--- src/rtl/ifmap_frame_loader.sv ---
// Loads one ifmap frame from a host pixel stream into the ifmap DRAM, starts
// inference, and hands the class result back to the host with a latency count.
module ifmap_frame_loader #(
    parameter int unsigned IACT_DATA_END = 784,
    parameter int unsigned CYCLE_CNT_W   = 24
) (
    input  logic                   clock,
    input  logic                   reset,
    input  logic                   start,
    input  logic [7:0]             pix_in,
    input  logic                   pix_valid,
    output logic                   pix_ready,
    output logic                   DRAM_write_en,
    output logic [9:0]             DRAM_write_addr,
    output logic [7:0]             DRAM_write_data,
    output logic                   system_enable,
    input  logic [3:0]             final_out,
    input  logic                   final_out_valid,
    output logic [3:0]             result,
    output logic                   result_valid,
    input  logic                   result_ready,
    output logic                   busy,
    output logic [CYCLE_CNT_W-1:0] cycle_count
);

    localparam int unsigned ADDR_W = 10;
    localparam int unsigned PIX_W  = 8;
    localparam int unsigned CLS_W  = 4;

    localparam logic [ADDR_W-1:0]      LAST_ADDR = ADDR_W'(IACT_DATA_END - 1);
    localparam logic [CYCLE_CNT_W-1:0] CNT_MAX   = '1;

    typedef enum logic [2:0] {
        S_IDLE,
        S_LOAD,
        S_FLUSH,
        S_RUN,
        S_DONE
    } state_e;

    state_e                 state_q, state_d;
    logic [ADDR_W-1:0]      pix_cnt_q, pix_cnt_d;
    logic                   wr_en_q, wr_en_d;
    logic [ADDR_W-1:0]      wr_addr_q, wr_addr_d;
    logic [PIX_W-1:0]       wr_data_q, wr_data_d;
    logic                   sys_en_q, sys_en_d;
    logic [CLS_W-1:0]       result_q, result_d;
    logic                   result_valid_q, result_valid_d;
    logic                   busy_q, busy_d;
    logic [CYCLE_CNT_W-1:0] cycle_cnt_q, cycle_cnt_d;
    logic                   pix_hs;

    // Ready is a pure state decode so the host sees it in the first LOAD cycle.
    assign pix_ready = (state_q == S_LOAD);
    assign pix_hs    = pix_valid & pix_ready;

    always_ff @(posedge clock) begin
        if (reset) begin
            state_q        <= S_IDLE;
            pix_cnt_q      <= '0;
            wr_en_q        <= 1'b0;
            wr_addr_q      <= '0;
            wr_data_q      <= '0;
            sys_en_q       <= 1'b0;
            result_q       <= '0;
            result_valid_q <= 1'b0;
            busy_q         <= 1'b0;
            cycle_cnt_q    <= '0;
        end else begin
            state_q        <= state_d;
            pix_cnt_q      <= pix_cnt_d;
            wr_en_q        <= wr_en_d;
            wr_addr_q      <= wr_addr_d;
            wr_data_q      <= wr_data_d;
            sys_en_q       <= sys_en_d;
            result_q       <= result_d;
            result_valid_q <= result_valid_d;
            busy_q         <= busy_d;
            cycle_cnt_q    <= cycle_cnt_d;
        end
    end

    always_comb begin
        state_d        = state_q;
        pix_cnt_d      = pix_cnt_q;
        wr_en_d        = 1'b0;
        wr_addr_d      = wr_addr_q;
        wr_data_d      = wr_data_q;
        sys_en_d       = sys_en_q;
        result_d       = result_q;
        result_valid_d = result_valid_q;
        cycle_cnt_d    = cycle_cnt_q;

        case (state_q)
            S_IDLE: begin
                if (start) begin
                    state_d        = S_LOAD;
                    pix_cnt_d      = '0;
                    cycle_cnt_d    = '0;
                    result_d       = '0;
                    result_valid_d = 1'b0;
                end
            end
            S_LOAD: begin
                if (pix_hs) begin
                    wr_en_d   = 1'b1;
                    wr_addr_d = pix_cnt_q;
                    wr_data_d = pix_in;
                    pix_cnt_d = pix_cnt_q + ADDR_W'(1);
                    if (pix_cnt_q == LAST_ADDR) begin
                        state_d = S_FLUSH;
                    end
                end
            end
            // Final write drains here so inference never reads ahead of it.
            S_FLUSH: begin
                state_d  = S_RUN;
                sys_en_d = 1'b1;
            end
            S_RUN: begin
                if (cycle_cnt_q != CNT_MAX) begin
                    cycle_cnt_d = cycle_cnt_q + CYCLE_CNT_W'(1);
                end
                if (final_out_valid) begin
                    result_d       = final_out;
                    result_valid_d = 1'b1;
                    sys_en_d       = 1'b0;
                    state_d        = S_DONE;
                end
            end
            S_DONE: begin
                if (result_ready) begin
                    result_valid_d = 1'b0;
                    state_d        = S_IDLE;
                end
            end
            default: begin
                state_d = S_IDLE;
            end
        endcase

        busy_d = (state_d != S_IDLE);
    end

    assign DRAM_write_en   = wr_en_q;
    assign DRAM_write_addr = wr_addr_q;
    assign DRAM_write_data = wr_data_q;
    assign system_enable   = sys_en_q;
    assign result          = result_q;
    assign result_valid    = result_valid_q;
    assign busy            = busy_q;
    assign cycle_count     = cycle_cnt_q;

endmodule

--- config.mk ---
export PLATFORM = sky130hd
export DESIGN_NAME = ifmap_frame_loader
export DESIGN_NICKNAME = d
export VERILOG_FILES = /design/src/rtl/ifmap_frame_loader.sv
export SDC_FILE = /design/constraint.sdc
export NUM_CORES = 1
export LEC_CHECK = 0
export ABC_AREA = 0
export CAP_MARGIN = 20
export CORE_MARGIN = 5
export CORE_UTILIZATION = 30
export CTS_BUF_LIST = sky130_fd_sc_hd__clkbuf_16
export DETAILED_ROUTE_END_ITERATION = 10
export DONT_BUFFER_PORTS = 1
export PLACE_DENSITY = 0.49
export SLEW_MARGIN = 20
export SYNTH_ARGS = -nofsm -noshare
export SYNTH_HDL_FRONTEND = slang
export SYNTH_SLANG_ARGS = --single-unit
--- constraint.sdc ---
create_clock -name clock -period 2.02 [get_ports clock]
set_input_delay 0.404 -clock clock [delete_from_list [all_inputs] [get_ports clock]]
set_output_delay 0.404 -clock clock [all_outputs]
set_load 0.02 [all_outputs]
# Yosys cells after proc, flatten, opt, wreduce, memory -nomap -nowiden
# Index checks and enable logic that the tools add are counted.
dict set report classes {
  n_addsub 2
  eq_ne 11
  n_mux 22
  bitwise 2
  reduce_logical 13
}
# op count
set op_table {}
lappend op_table {{2-to-1 mux 24 bit} 2}
lappend op_table {{case mux 24 bit (2 select lines)} 1}
lappend op_table {{adder 24 x 1 -> 24 bit, second input constant} 1}
lappend op_table {{inequality test 24 bit, second input constant} 1}
lappend op_table {{2-to-1 mux 10 bit} 2}
lappend op_table {{case mux 10 bit (2 select lines)} 1}
lappend op_table {{2-to-1 mux 3 bit} 5}
lappend op_table {{case mux 3 bit (5 select lines)} 1}
lappend op_table {{adder 10 x 1 -> 10 bit, second input constant} 1}
lappend op_table {{== test 10 bit, second input constant} 1}
lappend op_table {{AND reduction 3 bit} 3}
lappend op_table {{2-to-1 mux 4 bit} 2}
lappend op_table {{inequality test 2 bit, second input constant} 4}
lappend op_table {{case mux 4 bit (2 select lines)} 1}
lappend op_table {{== test 3 x 2 -> 1 bit, second input constant} 2}
lappend op_table {{nonzero test 2 bit} 3}
lappend op_table {{nonzero test 3 bit} 2}
lappend op_table {{2-to-1 mux 1 bit} 5}
lappend op_table {{AND reduction 2 bit} 2}
lappend op_table {{AND reduction 4 bit} 1}
lappend op_table {{== test 3 x 1 -> 1 bit, second input constant} 1}
lappend op_table {{== test 3 bit, second input constant} 1}
lappend op_table {{logical NOT 3 bit} 1}
lappend op_table {{case mux 1 bit (3 select lines)} 1}
lappend op_table {{other kinds (5)} 5}
dict set report totals {
  register_bits 63
  output_inout_bits 51
  elab_cells 60
}

# Depth between registers and ports, before layout
# Gate-level depths: netlist (run 1).
dict set report depth {
  ltp_word 5
  depth_mapped 8
  depth_no_buf 6
}

# Worst setup path before layout (run 1)
# OpenSTA, ideal clock, no wires.
dict set report synth_path {
  path_type {register to register}
  startpoint {register state_q[2]}
  endpoint {register wr_addr_q[4] (netlist: DRAM_write_addr[4])}
  setup_time_ps 71
  arrival_time_ps 2238
  setup_slack_ps -288
  path_stages_with_launch 8
  path_buffers 3
  path_cell_list {dfxtp_1 > clkbuf_1 > nor3b_1 > and2_1 > clkbuf_1 > clkbuf_1 > nand2_1 > a21oi_1}
}
dict set report synth_via {
  elab_chain_len 3
}
# element line_no
set synth_lines {}
lappend synth_lines {{from (decl)} 41} ;# state_e state_q, state_d;
lappend synth_lines {{from (signal assigned)} 70} ;# state_q <= state_d;
lappend synth_lines {{== test 3 x 1 -> 1 bit *} 54} ;# assign pix_ready = (state_q == S_LOAD);
lappend synth_lines {{net pix_ready} 12} ;# output logic pix_ready,
lappend synth_lines {{bitwise AND 1 bit} 55} ;# assign pix_hs = pix_valid & pix_ready;
lappend synth_lines {{AND reduction 2 bit (no line) *} n/a}
lappend synth_lines {{to (signal assigned)} 73} ;# wr_addr_q <= wr_addr_d;
lappend synth_lines {{to (decl)} 44} ;# logic [ADDR_W-1:0] wr_addr_q, wr_addr_d;
# The timed path passes the listed nets; every way through them passes the cells marked *.
# A chain may end at the register's enable or synchronous reset.

# Worst setup path in the final report (run 1)
dict set report layout_path {
  startpoint {register state_q[2]}
  endpoint {register cycle_cnt_q[23] (netlist: cycle_count[23])}
}
dict set report layout_via {
  elab_chain_len 3
  word_cells_on_any_way 7
  classes_between {3 x eq/ne; 1 x mux; 3 x reduce/logical}
}
# element line_no
set layout_lines {}
lappend layout_lines {{== test 3 x 2 -> 1 bit or logical NOT 3 bit (tied branches)} 94} ;# case (state_q)
lappend layout_lines {{inequality test 2 bit (no line) or nonzero test 2 bit (tied branches)} n/a}
lappend layout_lines {{AND reduction 3 bit (no line)} n/a}
lappend layout_lines {{to (signal assigned)} 79} ;# cycle_cnt_q <= cycle_cnt_d;
lappend layout_lines {{to (decl)} 50} ;# logic [CYCLE_CNT_W-1:0] cycle_cnt_q, cycle_cnt_d;
# Several ways; a longest one is shown, not always the timed one.

==> summary.md, run 1 <==
| Metric | Value |
|---|---|
| FF/Latch Area | `1270 um^2` |
| Vias in the first global route | `2,425` |
| Syn Nets | `359` |
| Layout cell share with drive strength beyond 1 | `0.221` |
| Count of distinct cell types in the synthesized netlist | `51` |
| Max VDD drop | `266 uV` |
| CTS tree | `done` |
| Fillers | `939` |
| Critical Path AT | `2260 ps` |
| Synth Instances | `339` |
| WP buf/inv | `0` |
| Critical Path Source Type | `flop` |
| Worst path slowest cell | `or4b_4` |
| Worst path cell trace | `or4b_4 > a21o_4 > a31o_4 > or4_4 > a21oi_2` |
| Grt total ovfl | `0` |
| Async SR Flop Fraction | `0` |
| Register area share after synthesis | `0.447` |
| Critical-path maximum fanout | `7` |
| Pwr Density | `832 nW/um^2` |
| M2 GR Usage | `0.202` |
| Global-route usage over all layers | `0.135` |
| DR vias | `2,569` |
| Post-synth EDFFs | `0` |
| Clk_lat worst skew | `330 ps` |
| Core ar. | `9200 um^2` |
| Synth top cells by count | `dfxtp_1 (63), nand2_1 (62), a21oi_1 (41)` |
| # IOs | `69` |
| P_leak | `1.30 nW` |
| CTS Hold Buffers Added | `0` |
| Most frequent cell after synthesis | `dfxtp_1` |
| Clock tree sinks | `63` |
| Multi-input logic area | `1510 um^2` |
| Initial DRT Pass Iterations | `4` |
| Vias/cell | `5.19` |
| Setup ws final | `19.5 ps` |
| TritonCTS buffer count | `9` |
| Slew margin rel. | `0.687` |
| Synth top area cells | `dfxtp_1 (45%), nand2_1 (8.2%), a21oi_1 (7.3%), nor2_1 (4.1%), xnor2_1 (3.7%)` |
| Worst-margin pin slew | `469 ps` |
| Top cell type by total area after synthesis | `dfxtp_1` |
| Clock Skew | `5.37 ps` |
| Delay-heaviest family, CP | `simple AND/OR/NAND/NOR gates` |
| Initial Util | `0.307` |
| Combinational fraction of design power | `0.036` |
| Initial antenna violation count | `0` |
| RSZ-0062 raised after global routing | `yes` |
| Highest Clock Rate | `0.500 GHz` |
| Setup crit end kind | `flop` |
| First-pass GRT wire length | `12,200 um` |
| DIE HEIGHT | `107 um` |
| Post-route ant nets | `0` |
| Sequential Power Share | `0.424` |
| Number of diodes | `0` |
| Routability-driven placement congestion ratio | `0.773` |
| Min Tclk post-route | `2000 ps` |
| Drt wl/cell | `15.0 um` |
| Final setup fails | `0` |
| Routed WL | `7450 um` |
| H-tree depth reported by CTS | `3` |
| Most used flip-flop cell after synthesis | `dfxtp_1` |
| Crit Path Class | `flop to flop` |
| Layout Nets | `399` |
| Met3 Track Usage GR | `0.0524` |
| Area delta synth->final | `28.0%` |
| Internal | `2.37 mW` |
| Switching pwr | `0.636 mW` |
| Iteration-0 DRC Markers | `150` |
| Non-Filler Instances | `495` |
| # Max-Cap Violations | `0` |
| Power after layout | `3.01 mW` |
| Place WS | `-17.3 ps` |
| DP HPWL | `5520 um` |
| Sw Share | `0.212` |
| Die area | `11,500 um^2` |
| # DRC | `0` |
| Crit path required time | `2280 ps` |
| Mapped cell area | `2820 um^2` |
| Slew Limit Fails | `0` |
| Fin. Hold Viols | `0` |
| Hold crit path type | `primary input to flop` |
| Post-CTS setup buffer count | `0` |
| Die Wd | `107 um` |
| Warnings from Yosys | `0` |
| Status | `complete, no violations` |
| Pin count of the biggest net entering global routing | `36` |
| I/O Buffers | `0` |
| Syn_area_per_cell | `8.33 um^2` |
| Fin crit share | `0.990` |
| Synth Register Bits | `63` |
| Synth top area share | `0.447` |
| Cells after DPL | `479` |
| Global routing's busiest layer | `met2` |
| Clock transition at path regs | `60 ps` |
| Site Rows | `35` |
| M1 GR Usage | `0.172` |
| CTS Root Cell | `clkbuf_16` |
| Clk buf depth | `2` |
| Clock share of power | `0.540` |
| Max stage delay on crit path | `540 ps` |
path summary, 6_finish.rpt:
check                                  start                 end  slack (ps)  cells after the start
worst max-delay path              state_q[2]     cycle_count[23]          20                      5
worst min-delay path                   reset  DRAM_write_data[1]         140                      1
worst max register to register    state_q[2]     cycle_count[23]          20                      5
worst min register to register  pix_cnt_q[9]  DRAM_write_addr[9]         480                      2
cell usage in the layout (no fill, tap or decap), types with 5 or more instances in the layout:
cell type / netlist / final
a211oi_1: 7 / 6
a21oi_1: 41 / 39
and2_1: 7 / 7
buf_4: 0 / 47
clkbuf_16: 0 / 9
dfxtp_1: 63 / 59
inv_1: 4 / 5
nand2_1: 62 / 62
nand3_1: 9 / 9
nand4_1: 6 / 6
nor2_1: 31 / 31
o21ai_0: 9 / 8
xnor2_1: 12 / 12
xor2_1: 5 / 5
state kept, by name, indices dropped and copies added, names as in the netlist:
name             flops
DRAM_write_en        1
busy                 1
cycle_count         24
system_enable        1
state_q              3
DRAM_write_addr     10
result               4
result_valid         1
DRAM_write_data      8
pix_cnt_q           10
power by group through the flow:
stage / Sequential (mW) / Combinational [mW] / Clock, mW
after floorplan: 1.30 / 0.0837 / 0
after global placement: 1.30 / 0.108 / 0
after detailed placement: 1.30 / 0.108 / 0
after CTS: 1.27 / 0.109 / 1.67
after global routing: 1.28 / 0.122 / 1.73
final: 1.27 / 0.109 / 1.62
per-stage QoR:
stage | instance area, um^2 | hold slack [ps] | utilization | setup TNS (ps)
floorplan | 2850 | 446 | - | -258
global placement | 3280 | 478 | 0.356 | -37.6
detailed placement | 3280 | 477 | 0.356 | -17.3
CTS | 3590 | 128 | 0.390 | 0
global route | 3610 | 127 | 0.393 | -12.6
finish | 3610 | 139 | 0.393 | 0
final cells by class:
cell class / count / share of cell area
Multi-Input combinational cell: 253 / 0.417
Sequential cell: 63 / 0.350
Timing Repair Buffer: 48 / 0.103
Clock buffer: 9 / 0.0623
Tap cell: 111 / 0.0384
Clock inverter: 7 / 0.0242
Inverter: 4 / 0.00415
cells by family after synthesis:
kind of cell | Yosys count | share of synthesized area
DFF | 63 | 0.447
adders and majority gates | 2 | 0.00886
buffers and inverters | 23 | 0.0363
muxes | 2 | 0.00753
and+or+nand+nor | 152 | 0.272
xor gates and xnor gates | 17 | 0.0527
AOI/OAI and AO/OA | 80 | 0.175
repair_timing:
| item | CTS | global route |
|---|---|---|
| resized for setup | 0 | 6 |
| hold endpoints to repair | 0 | 0 |
| setup endpoints to repair | 0 | 7 |
layer usage:
| metal | vias up | share of wire |
|---|---|---|
| met5 | - | 0 |
| met2 | 62 | 0.45 |
| met1 | 1206 | 0.45 |
| met4 | 0 | 0.020 |
| li1 | 1287 | - |
| met3 | 14 | 0.074 |
Note: power is estimated with default switching activity, not from simulation.
==> inputs of run 2 (changes only) <==
CTS_BUF_LIST = sky130_fd_sc_hd__clkbuf_8   (was sky130_fd_sc_hd__clkbuf_16)
SLEW_MARGIN = 5   (was 20)
==> summary.md, run 2 (synthesized netlist as in run 1, its figures left out) <==
| Metric | Value |
|---|---|
| Slew Limit Fails | `0 (unchanged)` |
| Finished Core Util | `0.383 (-0.00980)` |
| Clock Skew | `8.79 ps (+3.41 ps)` |
| Power after layout | `2.57 mW (-15%)` |
| DIE HEIGHT | `107 um (unchanged)` |
| Core ar. | `9200 um^2 (unchanged)` |
| # Max-Cap Violations | `0 (unchanged)` |
| Clock share of power | `0.461 (-0.079)` |
| Iteration-0 DRC Markers | `143 (-4.7%)` |
| Combinational fraction of design power | `0.043 (+0.007)` |
| Largest register FFs | `24 (unchanged)` |
| First-pass GRT wire length | `12,200 um (-0.11%)` |
| Global-route usage over all layers | `0.136 (+0.000632)` |
| Critical Path AT | `2280 ps (+20 ps)` |
| Vias in the first global route | `2,430 (+0.21%)` |
| Most frequent cells in the layout | `nand2_1 (62), dfxtp_1 (59), buf_4 (47)` |
| Post-route ant nets | `0 (unchanged)` |
| RSZ-0062 raised after global routing | `yes` |
| Routed WL | `7450 um (about the same)` |
| # IOs | `69 (unchanged)` |
| Final setup fails | `0 (unchanged)` |
| Setup ws final | `19.1 ps (-0.453 ps)` |
| Min Tclk post-route | `2000 ps (+0.453 ps)` |
| Crit path required time | `2300 ps (+20 ps)` |
| Setup crit end kind | `flop` |
| Sequential Power Share | `0.496 (+0.072)` |
| Crit Path Class | `flop to flop` |
| Place WS | `-17.3 ps (unchanged)` |
| Pin count of the biggest net entering global routing | `36 (unchanged)` |
| Die area | `11,500 um^2 (unchanged)` |
| Slew margin rel. | `0.686 (about the same)` |
| Grt total ovfl | `0 (unchanged)` |
| CTS tree | `done` |
| Fin crit share | `0.991 (about the same)` |
| DP HPWL | `5520 um (unchanged)` |
| WHS | `115 ps (-23.7 ps)` |
| H-tree depth reported by CTS | `3 (unchanged)` |
| Critical Path Source Type | `flop` |
| Initial Util | `0.307 (unchanged)` |
| TritonCTS buffer count | `9 (unchanged)` |
| Internal | `1.98 mW (-16%)` |
| Worst-margin pin slew | `470 ps (+0.890 ps)` |
| P_leak | `1.25 nW (-3.6%)` |
| Site Rows | `35 (unchanged)` |
| Die Wd | `107 um (unchanged)` |
| Max stage delay on crit path | `540 ps (about the same)` |
| Final Cell Area | `3520 um^2 (-2.5%)` |
| Cells after DPL | `479 (unchanged)` |
| Initial DRT Pass Iterations | `4 (unchanged)` |
| Worst path slowest cell | `or4b_4` |
| Cell Area, Placed | `3280 um^2 (unchanged)` |
| Sw Share | `0.227 (+0.0158)` |
| # DRC | `0 (unchanged)` |
| Fin. Hold Viols | `0 (unchanged)` |
| Worst path cell trace | `or4b_4 > a21o_4 > a31o_4 > or4_4 > a21oi_2` |
| Routability-driven placement congestion ratio | `0.773 (unchanged)` |
| Clock transition at path regs | `70 ps (about the same)` |
| Pwr Density | `729 nW/um^2 (-12%)` |
| Critical-path maximum fanout | `7 (unchanged)` |
| Layout cell share with drive strength beyond 1 | `0.221 (unchanged)` |
| CTS Root Cell | `clkbuf_8` |
| Non-Filler Instances | `495 (unchanged)` |
| Clock tree sinks | `63 (unchanged)` |
| Drt wl/cell | `15.1 um (about the same)` |
| I/O Buffers | `0 (unchanged)` |
| Switching pwr | `0.584 mW (-8.2%)` |
| Final TNS setup | `0 ps (unchanged)` |
| Initial antenna violation count | `0 (unchanged)` |
| Number of diodes | `0 (unchanged)` |
| Clk buf depth | `2 (unchanged)` |
| Max VDD drop | `426 uV (+60%)` |
| DR vias | `2,537 (-1.2%)` |
| Layout Nets | `399 (unchanged)` |
| CTS Hold Buffers Added | `0 (unchanged)` |
| Highest Clock Rate | `0.500 GHz (about the same)` |
| Clk_lat worst skew | `350 ps (+20 ps)` |
| Status | `complete, no violations` |
| Hold crit path type | `primary input to flop` |
| Vias/cell | `5.13 (-1.2%)` |
| Area delta synth->final | `24.8%` |
| Most common cell after layout, fill and taps aside | `nand2_1` |
-- run 2: changes by cell type in the layout (fill, tap and decap cells not counted) --
cell | previous run | this run
clkbuf_16 | 9 | 0
clkbuf_8 | 0 | 9
o2111ai_2 | 1 | 0
o2111ai_4 | 0 | 1
-- run 2: power groups by stage --
stage	sequential (mW)	clock, mW	combinational [mW]
floorplan	1.30	0	0.0837
global placement	1.30	0	0.108
detailed placement	1.30	0	0.108
CTS	1.27	1.24	0.109
global route	1.27	1.30	0.123
finish	1.27	1.18	0.110
-- run 2: routing by layer --
| metal | share of wire | vias up | track usage | routed length, um |
|---|---|---|---|---|
| li1 | - | 1284 | - | - |
| met5 | 0 | - | 0 | 0 |
| met3 | 0.074 | 13 | 0.0512 | 554 |
| met2 | 0.45 | 57 | 0.202 | 3330 |
| met1 | 0.45 | 1183 | 0.170 | 3390 |
| met4 | 0.025 | 0 | 0.0703 | 183 |
-- run 2: cell type report --
cell class / instances / area, um^2
clock buffers: 9 / 124
clock inverters: 7 / 87.6
fillers: 947 / 5670
inverters: 4 / 15.0
multi-input cells: 253 / 1520
flip-flops and latches: 63 / 1270
well taps: 111 / 139
repair buffers: 48 / 373
-- run 2: final timing paths --
kind	cells past startpoint	slack, ps	end	from
setup / recovery	5	20	cycle_count[23]	state_q[2]
hold / removal	1	110	DRAM_write_data[1]	reset
setup reg to reg	5	20	cycle_count[23]	state_q[2]
hold reg to reg	2	490	DRAM_write_addr[9]	pix_cnt_q[9]
-- run 2: what timing repair did --
action | 4_1_cts | 5_1_grt
buffers inserted | 0 | 0
resized for setup | 0 | 7
setup endpoints to repair | 0 | 7
-- run 2: critical path, delay by kind of cell, from the launching register on --
kind | cells | cell delay (ps)
AO/OA/AOI/OAI | 3 | 610
AND/OR/NAND/NOR | 2 | 1020
flip-flops | 1 | 310
==> inputs of run 3 (changes only) <==
CORE_MARGIN = 1.5   (was 5)
PLACE_DENSITY = 0.48   (was 0.49)
clock period = 2.3 ns   (was 2.02 ns; I/O delays follow)
==> summary.md, run 3 (synthesized netlist as in run 1, its figures left out) <==
| Metric | Value |
|---|---|
| Status | `complete, no violations` |
| Clock share of power | `0.415 (-0.046)` |
| CTS Hold Buffers Added | `0 (unchanged)` |
| Fin. Hold Viols | `0 (unchanged)` |
| Clock tree sinks | `63 (unchanged)` |
| Initial DRT Pass Iterations | `4 (unchanged)` |
| RSZ-0062 raised after global routing | `no` |
| Reg2Reg Depth | `5 (unchanged)` |
| Pwr Density | `617 nW/um^2 (-15%)` |
| Sequential Power Share | `0.545 (+0.049)` |
| Vias in the first global route | `2,251 (-7.4%)` |
| Max VDD drop | `184 uV (-57%)` |
| Die area | `10,000 um^2 (-13%)` |
| Number of diodes | `0 (unchanged)` |
| Worst path slowest cell | `or4b_4` |
| Fin crit share | `0.936 (-0.0541)` |
| # DRC | `0 (unchanged)` |
| I/O Buffers | `0 (unchanged)` |
| Routability-driven placement congestion ratio | `0.768 (-0.63%)` |
| Critical Path AT | `2430 ps (+150 ps)` |
| Routed WL | `7080 um (-5.0%)` |
| Global-route usage over all layers | `0.143 (+0.00736)` |
| Pin count of the biggest net entering global routing | `36 (unchanged)` |
| Initial antenna violation count | `0 (unchanged)` |
| Slew margin rel. | `0.603 (-0.0833)` |
| Worst path depth | `5 (unchanged)` |
| CTS tree | `done` |
| Sw Share | `0.259 (+0.0321)` |
| Most common cell after layout, fill and taps aside | `dfxtp_1` |
| Highest Clock Rate | `0.464 GHz (-7.1%)` |
| # IOs | `69 (unchanged)` |
| Worst-margin pin slew | `595 ps (+126 ps)` |
| CP Launch Point | `state_q[0]` |
| WP buf/inv | `0 (unchanged)` |
| Internal | `1.52 mW (-23%)` |
| Clock Skew | `6.70 ps (-2.08 ps)` |
| DIE HEIGHT | `100 um (-6.5%)` |
| H-tree depth reported by CTS | `3 (unchanged)` |
| FF/Latch Area | `1260 um^2 (-0.39%)` |
| Initial Util | `0.307 (unchanged)` |
| Delay-heaviest family, CP | `simple AND/OR/NAND/NOR gates` |
| Slew Limit Fails | `0 (unchanged)` |
| Reg-to-reg setup timing slack | `150 ps (+130 ps)` |
| Clk buf depth | `2 (unchanged)` |
| Vias/cell | `5.14 (+0.26%)` |
| Core ar. | `9200 um^2 (unchanged)` |
| Critical Path Source Type | `flop` |
| Site Rows | `35 (unchanged)` |
| # Max-Cap Violations | `0 (unchanged)` |
| Clock transition at path regs | `70 ps (about the same)` |
| Non-Filler Instances | `484 (-2.2%)` |
| Clk_lat worst skew | `350 ps (about the same)` |
| Drt wl/cell | `14.6 um (-2.8%)` |
| Setup crit end kind | `flop` |
| PostCTS Resize Cnt | `0 (unchanged)` |
| Min Tclk post-route | `2150 ps (+153 ps)` |
| Crit Path Class | `flop to flop` |
| Largest register FFs | `24 (unchanged)` |
| CTS Root Cell | `clkbuf_8` |
| First-pass GRT wire length | `11,400 um (-6.7%)` |
| DP HPWL | `5150 um (-6.6%)` |
| Fillers | `983 (+3.8%)` |
| Power after layout | `2.05 mW (-20%)` |
| Multi-input logic area | `1470 um^2 (-3.6%)` |
| Area delta synth->final | `18.0%` |
| Final Cell Area | `3330 um^2 (-5.5%)` |
| Worst path cell trace | `or4b_4 > a21o_1 > a31o_4 > or4_1 > a21oi_1` |
| Post-CTS setup buffer count | `0 (unchanged)` |
| Switching pwr | `0.533 mW (-8.7%)` |
| Combinational fraction of design power | `0.040 (-0.003)` |
| Hold crit path type | `primary input to flop` |
| Post-route ant nets | `0 (unchanged)` |
| HP Start | `reset` |
| Worst R2R Start | `state_q[0]` |
| Most frequent cells in the layout | `dfxtp_1 (63), nand2_1 (62), a21oi_1 (41)` |
| Cells after DPL | `468 (-2.3%)` |
| Grt total ovfl | `0 (unchanged)` |
| Critical-path maximum fanout | `10 (+3)` |
| Die Wd | `100 um (-6.5%)` |
| Worst R2R End | `cycle_count[23]` |
| CP Capture Point | `cycle_count[23]` |
| DR vias | `2,487 (-2.0%)` |
| Layout cell share with drive strength beyond 1 | `0.169 (-0.0525)` |
| Final setup fails | `0 (unchanged)` |
| Max stage delay on crit path | `560 ps (+20 ps)` |
| Cell Area, Placed | `3160 um^2 (-3.6%)` |
| Final TNS setup | `0 ps (unchanged)` |
| Layout Nets | `388 (-2.8%)` |
| P_leak | `1.15 nW (-8.2%)` |
| Crit path required time | `2570 ps (+270 ps)` |
| TritonCTS buffer count | `9 (unchanged)` |
| Iteration-0 DRC Markers | `75 (-48%)` |
[run 3: cell count changes in the layout (fill, tap and decap cells not counted), sizes merged]
cell      change
buf          -11
clkinv        +1
bufinv        -2
clkinvlp      +3
inv           -2
[run 3: cell type report]
type	instances	area share
multi-input combinational	253	0.440
clock inverter	7	0.0150
clock buffer	9	0.0372
sequential	63	0.379
inverter	4	0.00451
timing repair buffer	37	0.0834
tap	111	0.0417
[run 3: per-stage QoR]
stage / hold WS [ps] / util / setup slack, ps
after floorplan: 446 / - / 116
after global placement: 485 / 0.343 / 185
after detailed placement: 487 / 0.343 / 168
after CTS: 167 / 0.362 / 146
after global routing: 165 / 0.362 / 5.41
final: 177 / 0.362 / 146
[run 3: power groups by stage]
stage | Sequential, mW | Clock [mW] | Combinational (mW)
after global routing | 1.12 | 0.925 | 0.0905
after floorplan | 1.14 | 0 | 0.0730
after CTS | 1.12 | 0.882 | 0.0833
final | 1.12 | 0.852 | 0.0816
after detailed placement | 1.15 | 0 | 0.0826
after global placement | 1.15 | 0 | 0.0824
[run 3: metal layers]
layer	track usage	part of all wire	vias up
met2	0.209	0.43	63
met5	0	0	-
met4	0.0693	0.028	0
met3	0.0487	0.078	14
met1	0.189	0.46	1149
li1	-	-	1261
[run 3: worst min-delay path by stage]
stage | to | cells after the start | slack [ps]
floorplan | DRAM_write_addr[9] | 2 | 450
global placement | pix_cnt_q[1] | 2 | 480
detailed placement | pix_cnt_q[1] | 2 | 490
CTS | DRAM_write_data[0] | 1 | 170
global route | DRAM_write_data[0] | 1 | 160
finish | DRAM_write_data[7] | 1 | 180
[run 3: worst register-to-register path, delay by kind of cell, from the launching register on]
kind | cells | cell delay, ps
AOI/OAI and AO/OA | 3 | 660
DFF | 1 | 410
and+or+nand+nor | 2 | 1020
